$ cat config.mk
export PLATFORM = sky130hd
export DESIGN_NAME = conv3x3_engine
export DESIGN_NICKNAME = d
export VERILOG_FILES = /design/src/rtl/conv_pkg.sv /design/src/rtl/conv_mac_pipe.sv /design/src/rtl/conv3x3_engine.sv
export SDC_FILE = /design/constraint.sdc
export NUM_CORES = 1
export LEC_CHECK = 0
export BUFFER_PORTS_ARGS = -buffer_cell sky130_fd_sc_hd__clkbuf_2
export CAP_MARGIN = 20
export CORE_MARGIN = 10
export CORE_UTILIZATION = 60
export CTS_CLUSTER_DIAMETER = 150
export DETAILED_ROUTE_END_ITERATION = 7
export GPL_TIMING_DRIVEN = 0
export PLACE_DENSITY = 0.83
export SYNTH_ARGS = -nofsm -noshare
export SYNTH_HDL_FRONTEND = slang
export SYNTH_HIERARCHICAL = 1
export SYNTH_SLANG_ARGS = --single-unit
$ cat constraint.sdc
create_clock -name clk -period 6.4 [get_ports clk]
set_input_delay 0.32 -clock clk [delete_from_list [all_inputs] [get_ports clk]]
set_output_delay 0.32 -clock clk [all_outputs]
set_load 0.005 [all_outputs]
$ cat src/rtl/conv_pkg.sv
// Shared types, widths and the round/saturate helper for the 3x3 convolution engine.
package conv_pkg;

  typedef enum logic [1:0] {
    IDLE,
    READ,
    DRAIN,
    DONE
  } state_t;

  localparam int unsigned IMG_W_DEF  = 64;
  localparam int unsigned IMG_H_DEF  = 64;
  localparam int unsigned PIX_W      = 8;
  localparam int unsigned COEF_W_DEF = 5;
  localparam int unsigned ACC_W      = 18;
  localparam int unsigned NPIX       = IMG_W_DEF * IMG_H_DEF;

  // Round half up, arithmetic shift right, then clamp into 0..255.
  function automatic logic [PIX_W-1:0] round_sat(input logic signed [ACC_W-1:0] acc,
                                                 input int unsigned shift);
    logic signed [ACC_W:0] r;
    logic signed [ACC_W:0] rnd;
    r   = {acc[ACC_W-1], acc};
    rnd = '0;
    if (shift > 0) rnd = (ACC_W + 1)'(1) << (shift - 1);
    r = r + rnd;
    r = r >>> shift;
    if (r < 0) return '0;
    else if (r > 255) return '1;
    else return r[PIX_W-1:0];
  endfunction

endpackage

$ cat src/rtl/conv_mac_pipe.sv
// Three-stage datapath: products, row sums, round/saturate with output strobe.
module conv_mac_pipe
  import conv_pkg::*;
#(
  parameter int unsigned COEF_W = COEF_W_DEF,
  parameter int          K0     = 1,
  parameter int          K1     = 2,
  parameter int          K2     = 1,
  parameter int          K3     = 2,
  parameter int          K4     = 4,
  parameter int          K5     = 2,
  parameter int          K6     = 1,
  parameter int          K7     = 2,
  parameter int          K8     = 1,
  parameter int unsigned SHIFT  = 4
) (
  input  logic             clk,
  input  logic             rst_n,
  input  logic             in_valid,
  input  logic [PIX_W-1:0] pix [9],
  output logic             wr,
  output logic [PIX_W-1:0] pixelw,
  output logic             active,
  output logic             commit
);

  localparam int unsigned PROD_W = 9 + COEF_W;
  localparam logic signed [COEF_W-1:0] KC [9] = '{
    COEF_W'(K0), COEF_W'(K1), COEF_W'(K2),
    COEF_W'(K3), COEF_W'(K4), COEF_W'(K5),
    COEF_W'(K6), COEF_W'(K7), COEF_W'(K8)
  };

  logic signed [PROD_W-1:0] prod [9];
  logic signed [ACC_W-1:0]  row  [3];
  logic signed [ACC_W-1:0]  sum;
  logic                     s1_v;
  logic                     s2_v;

  // S1: nine signed products of zero-extended pixels and kernel coefficients.
  always_ff @(posedge clk) begin
    if (!rst_n) begin
      s1_v <= 1'b0;
      for (int unsigned i = 0; i < 9; i++) prod[i] <= '0;
    end else begin
      s1_v <= in_valid;
      for (int unsigned i = 0; i < 9; i++)
        prod[i] <= PROD_W'($signed({1'b0, pix[i]})) * PROD_W'(KC[i]);
    end
  end

  // S2: one sum per kernel row.
  always_ff @(posedge clk) begin
    if (!rst_n) begin
      s2_v   <= 1'b0;
      row[0] <= '0;
      row[1] <= '0;
      row[2] <= '0;
    end else begin
      s2_v   <= s1_v;
      row[0] <= ACC_W'(prod[0]) + ACC_W'(prod[1]) + ACC_W'(prod[2]);
      row[1] <= ACC_W'(prod[3]) + ACC_W'(prod[4]) + ACC_W'(prod[5]);
      row[2] <= ACC_W'(prod[6]) + ACC_W'(prod[7]) + ACC_W'(prod[8]);
    end
  end

  // Final accumulation feeding the output stage.
  always_comb begin
    sum = row[0] + row[1] + row[2];
  end

  // S3: result register holds its value between valid windows.
  always_ff @(posedge clk) begin
    if (!rst_n) begin
      wr     <= 1'b0;
      pixelw <= '0;
    end else begin
      wr <= s2_v;
      if (s2_v) pixelw <= round_sat(sum, SHIFT);
    end
  end

  assign active = s1_v | s2_v;
  assign commit = s2_v;

endmodule

$ cat src/rtl/conv3x3_engine.sv
// Frame sequencer for the 3x3 filter: drives the window memory read side and
// hands each returned window to the MAC pipeline.
module conv3x3_engine
  import conv_pkg::*;
#(
  parameter int unsigned IMG_W  = IMG_W_DEF,
  parameter int unsigned IMG_H  = IMG_H_DEF,
  parameter int unsigned COEF_W = COEF_W_DEF,
  parameter int          K0     = 1,
  parameter int          K1     = 2,
  parameter int          K2     = 1,
  parameter int          K3     = 2,
  parameter int          K4     = 4,
  parameter int          K5     = 2,
  parameter int          K6     = 1,
  parameter int          K7     = 2,
  parameter int          K8     = 1,
  parameter int unsigned SHIFT  = 4
) (
  input  logic             clk,
  input  logic             rst_n,
  input  logic             start,
  input  logic [PIX_W-1:0] p1,
  input  logic [PIX_W-1:0] p2,
  input  logic [PIX_W-1:0] p3,
  input  logic [PIX_W-1:0] p4,
  input  logic [PIX_W-1:0] p5,
  input  logic [PIX_W-1:0] p6,
  input  logic [PIX_W-1:0] p7,
  input  logic [PIX_W-1:0] p8,
  input  logic [PIX_W-1:0] p9,
  output logic             en,
  output logic             rd,
  output logic             wr,
  output logic [PIX_W-1:0] pixelw,
  output logic             busy,
  output logic             done
);

  localparam int unsigned FRAME = IMG_W * IMG_H;
  localparam int unsigned RD_W  = $clog2(FRAME);
  localparam int unsigned WR_W  = $clog2(FRAME + 1);

  state_t           state_q;
  state_t           state_d;
  logic [RD_W-1:0]  rd_cnt;
  logic [WR_W-1:0]  wr_cnt;
  logic             pix_valid;
  logic             pipe_active;
  logic             pipe_commit;
  logic             launch;
  logic [PIX_W-1:0] pix [9];

  // Window pixels in row-major kernel order.
  always_comb begin
    pix[0] = p1;
    pix[1] = p2;
    pix[2] = p3;
    pix[3] = p4;
    pix[4] = p5;
    pix[5] = p6;
    pix[6] = p7;
    pix[7] = p8;
    pix[8] = p9;
  end

  assign launch = (state_q == IDLE) && start;
  assign busy   = (state_q != IDLE);
  assign en     = busy;

  // State register.
  always_ff @(posedge clk) begin
    if (!rst_n) state_q <= IDLE;
    else        state_q <= state_d;
  end

  // Next-state and strobes. wr_cnt counts results as they enter the output
  // register, so the drain exit lands on the last wr cycle and done follows it.
  always_comb begin
    state_d = state_q;
    rd      = 1'b0;
    done    = 1'b0;
    unique case (state_q)
      IDLE:  if (start) state_d = READ;
      READ: begin
        rd = 1'b1;
        if (rd_cnt == RD_W'(FRAME - 1)) state_d = DRAIN;
      end
      DRAIN: begin
        if (!pix_valid && !pipe_active && wr_cnt == WR_W'(FRAME)) state_d = DONE;
      end
      DONE: begin
        done    = 1'b1;
        state_d = IDLE;
      end
      default: state_d = IDLE;
    endcase
  end

  // Read/commit counters and the valid bit for pixels returned by the memory.
  always_ff @(posedge clk) begin
    if (!rst_n) begin
      rd_cnt    <= '0;
      wr_cnt    <= '0;
      pix_valid <= 1'b0;
    end else begin
      pix_valid <= rd;
      if (launch)  rd_cnt <= '0;
      else if (rd) rd_cnt <= rd_cnt + RD_W'(1);
      if (launch)           wr_cnt <= '0;
      else if (pipe_commit) wr_cnt <= wr_cnt + WR_W'(1);
    end
  end

  conv_mac_pipe #(
    .COEF_W(COEF_W),
    .K0    (K0),
    .K1    (K1),
    .K2    (K2),
    .K3    (K3),
    .K4    (K4),
    .K5    (K5),
    .K6    (K6),
    .K7    (K7),
    .K8    (K8),
    .SHIFT (SHIFT)
  ) u_pipe (
    .clk     (clk),
    .rst_n   (rst_n),
    .in_valid(pix_valid),
    .pix     (pix),
    .wr      (wr),
    .pixelw  (pixelw),
    .active  (pipe_active),
    .commit  (pipe_commit)
  );

endmodule

==> results.tsv <==
stage	metric	value	unit
setup_path	Top Family by Delay on Critical Path	adder cells	
die	full die area	15520	µm²
clocking	Sink Count	141	
grt	grt total ovfl	0	
timing	Final setup viols	0	
hold_path	Hold Path Origin	p8[2]	
timing	max frequency	0.3095	GHz
synth	Synth Net Count	779	
grt	first-pass GRT wire length	24760	µm
layout	Area growth syn-to-layout	28.11	%
grt	met2 GRT Util	34.37	%
synth	EDFF count, synth	0	
power	Lkg Pwr	3.737	nW
layout	Final Instance Area	8406	µm²
grt	largest net degree at the start of global routing	17	
grt	via count of the first global-routing pass	5284	
setup_path	R2R depth	13	
layout	commonest non-fill, non-tap cell in the layout	dfxtp_1	
synth	top cell type's share of synthesized area	43.02	%
placed_design	port buffer count	87	
clocking	clk buf depth	2	
placed_design	routability cong.	0.8553	
die	num ports	88	
timing	Worst Tran Pin Value	604.7	ps
timing	hold slack	25.18	ps
grt	initial antenna violation count	1	
layout	Nets	952	
setup_path	Worst EP arrival	3620	ps
synth	ys async rst share	0	%
setup_path	max incr delay on CP	440	ps
die	die width	124.6	µm
setup_path	critical path type	register to register	
grt	GRT Util Overall	19.37	%
clocking	Clock Pin Slew Worst Setup and Hold Paths	60	ps
placed_design	area post-placement	7172	µm²
detailed_routing	residual DRC count	0	
setup_path	flop-to-flop setup slack	3170	ps
grt	met1 Use GR	20.78	%
timing	Relative slew margins	59.69	%
timing	unrepaired setup endpoints after global routing	false	
clocking	H-tree levels	4	
synth	top cells by area, synth	dfxtp_1 43%, fa_1 10%, and2_1 8.6%	
hold_path	Hold WC Path Type	input pin to register	
detailed_routing	Via density	5.170	
synth	Synth Instances	627	
die	die height	124.6	µm
synth	Yosys top cell by area	dfxtp_1	
synth	Yosys reg bits	141	
timing	post-route setup TNS	0	ps
clocking	CTS tree	built	
power	Max VDD drop	0.1672	mV
layout	fillers	600	
hold_path	hold path cells	2	
timing	Final Hold Fails	0	
grt	most used routing layer	met2	
timing	Final Slew Violations	0	
hold_path	hold endpoint	u_pipe/prod[0][73]	
synth	Synth Flop Type	dfxtp_1	
detailed_routing	total routed wirelength	15120	µm
detailed_routing	drt initial violations	270	
placed_design	Post-DP HPWL	9986	µm
die	Starting Density	60.79	%
setup_path	Critical Path Most Common Cell	ha_1	
clocking	Num CTS Buffers	17	
layout	layout cells sized above 1	16.13	%
detailed_routing	DRT Pass-1 Iters	5	
setup_path	worst r2r dst	u_pipe/pixelw[7]	
clocking	Root Buffer	clkbuf_8	
grt	met3 usage in global routing	6.383	%
detailed_routing	WL per Instance	15.87	µm
timing	Clock Skews	21.01	ps
status	status	complete, no violations	
synth	mapped cell area	6561	µm²
setup_path	Req. time, crit path	6790	ps
timing	period utilization	50.48	%
setup_path	Slowest-stage cell, CP	fa_1	
synth	synth unique cells	55	
setup_path	Worst setup SP type	register	
detailed_routing	remaining antenna violation count	0	
setup_path	Buf/Inv on CP	1	
detailed_routing	via count	4927	
synth	sequential area share after synthesis	43.02	%
power	P per Cell Area	307.5	nW/µm²
setup_path	reg2reg start	u_pipe/row[0][20]	
die	core area	10790	µm²
setup_path	critical path cell sequence	fa_1 -> ha_1 -> and4b_1 -> clkbuf_1 -> o21a_1 -> nor2_1 -> xnor2_1 -> ha_1 -> and2_1 -> nand4bb_1 -> o31a_1 -> a21oi_1 -> a31oi_1	
synth	Avg Cell Area, Syn	10.46	µm²
setup_path	critical-path maximum fanout	6	
layout	most frequent cells in the layout	141 x dfxtp_1, 90 x and2_1, 87 x clkbuf_2	
setup_path	critical path endpoint category	register	
clocking	# resized after CTS	0	
flow_run	maxcap violations	0	
synth	Syn. warnings	6	
timing	Period minus WS final	3231	ps
clocking	Skew-Pair Late Insertion Delay	530	ps
die	Cell Rows	38	
[logic make-up (layout without fill, tap and decap cells)]
kind of cell	Yosys count	after routing	share of synthesized area, %
xor+xnor	41	41	5.473
compound gates	80	80	8.124
other cells	0	1	0
fa+ha+maj	77	77	18.46
mux	6	6	0.9154
buf+inv	64	249	3.833
simple gates	218	218	20.18
flops	141	141	43.02
[report_power, final]
| part | internal, mW | switching, mW |
|---|---|---|
| Combinational | 0.330 | 0.350 |
| Clock | 0.532 | 0.384 |
| Sequential | 0.944 | 0.0435 |
[per-stage QoR]
stage	instances	setup WS, ps	utilization (%)	power, mW
finish	953	3169	77.88	2.585
global route	953	3031	77.88	2.724
CTS	949	3222	77.58	2.585
detailed placement	854	3237	66.45	1.633
global placement	854	3330	66.45	1.606
floorplan	627	3554	-	1.478
[layer usage]
metal,wire [µm],share of wire [%]
met1,6133,41
met2,7932,52
met3,834,5.5
met4,222,1.5
met5,0,0
[cells in the mapped netlist (2+ instances only)]
master and count:
nor4b_1 3, dfxtp_1 141, fa_1 33, nor2b_1 12
o211a_1 2, o21a_1 8, clkbuf_1 21, nand2b_1 4
o21ai_0 23, nand2_1 15, nor4_1 5, and2_1 90
xor2_1 12, nor2_1 30, and3_1 2, and3b_1 6
nor3b_1 10, o221ai_1 2, a21boi_0 3, a21oi_1 24
a21o_1 3, and4b_1 2, nand3_1 11, nand4_1 9
xnor2_1 29, nor3_1 7, ha_1 44, mux2i_1 6
a211o_1 2, and4_1 3, inv_1 41
[final cells by class]
type | instances | area (µm²) | area share (%)
Timing Repair Buffer | 154 | 1106 | 13.16
Tap cell | 140 | 175.2 | 2.084
Clock inverter | 13 | 132.6 | 1.578
Clock buffer | 18 | 427.9 | 5.091
Multi-Input combinational cell | 422 | 3487 | 41.49
Antenna cell | 1 | 2.502 | 0.02977
Buffer | 23 | 97.59 | 1.161
Inverter | 41 | 153.9 | 1.831
Sequential cell | 141 | 2823 | 33.58
[registers in the layout, summed over array words and instances, names as in the netlist]
| signal | count |
|---|---|
| u_pipe/prod | 72 |
| u_pipe/row | 30 |
| wr_cnt | 13 |
| rd_cnt | 12 |
| u_pipe/pixelw | 8 |
| state_q | 2 |
| pix_valid | 1 |
| u_pipe/commit | 1 |
| u_pipe/s1_v | 1 |
| u_pipe/wr | 1 |
[worst register-to-register path: cells and delay by family (launching register included)]
kind | cells | cell delay, ps
compound gates | 4 | 830
xor+xnor | 1 | 130
fa+ha+maj | 3 | 930
buf+inv | 1 | 150
flops | 1 | 390
simple gates | 4 | 680
[worst max-delay path by stage]
| stage | start | endpoint | slack, ps | cells after the start |
|---|---|---|---|---|
| final | u_pipe/row[0][20] | u_pipe/pixelw[7] | 3170 | 13 |
| after global routing | u_pipe/row[0][2] | u_pipe/pixelw[7] | 3030 | 13 |
| after CTS | u_pipe/row[0][20] | u_pipe/pixelw[7] | 3220 | 13 |
| after detailed placement | u_pipe/row[0][20] | u_pipe/pixelw[7] | 3240 | 13 |
| after global placement | u_pipe/row[0][20] | u_pipe/pixelw[7] | 3330 | 13 |
| after floorplan | u_pipe/row[0][2] | u_pipe/pixelw[7] | 3550 | 13 |
[what timing repair did]
item	CTS	global route
hold buffers	64	3
setup buffers	0	0
hold endpoints to repair	64	3
(Power assumes the default switching activity.)
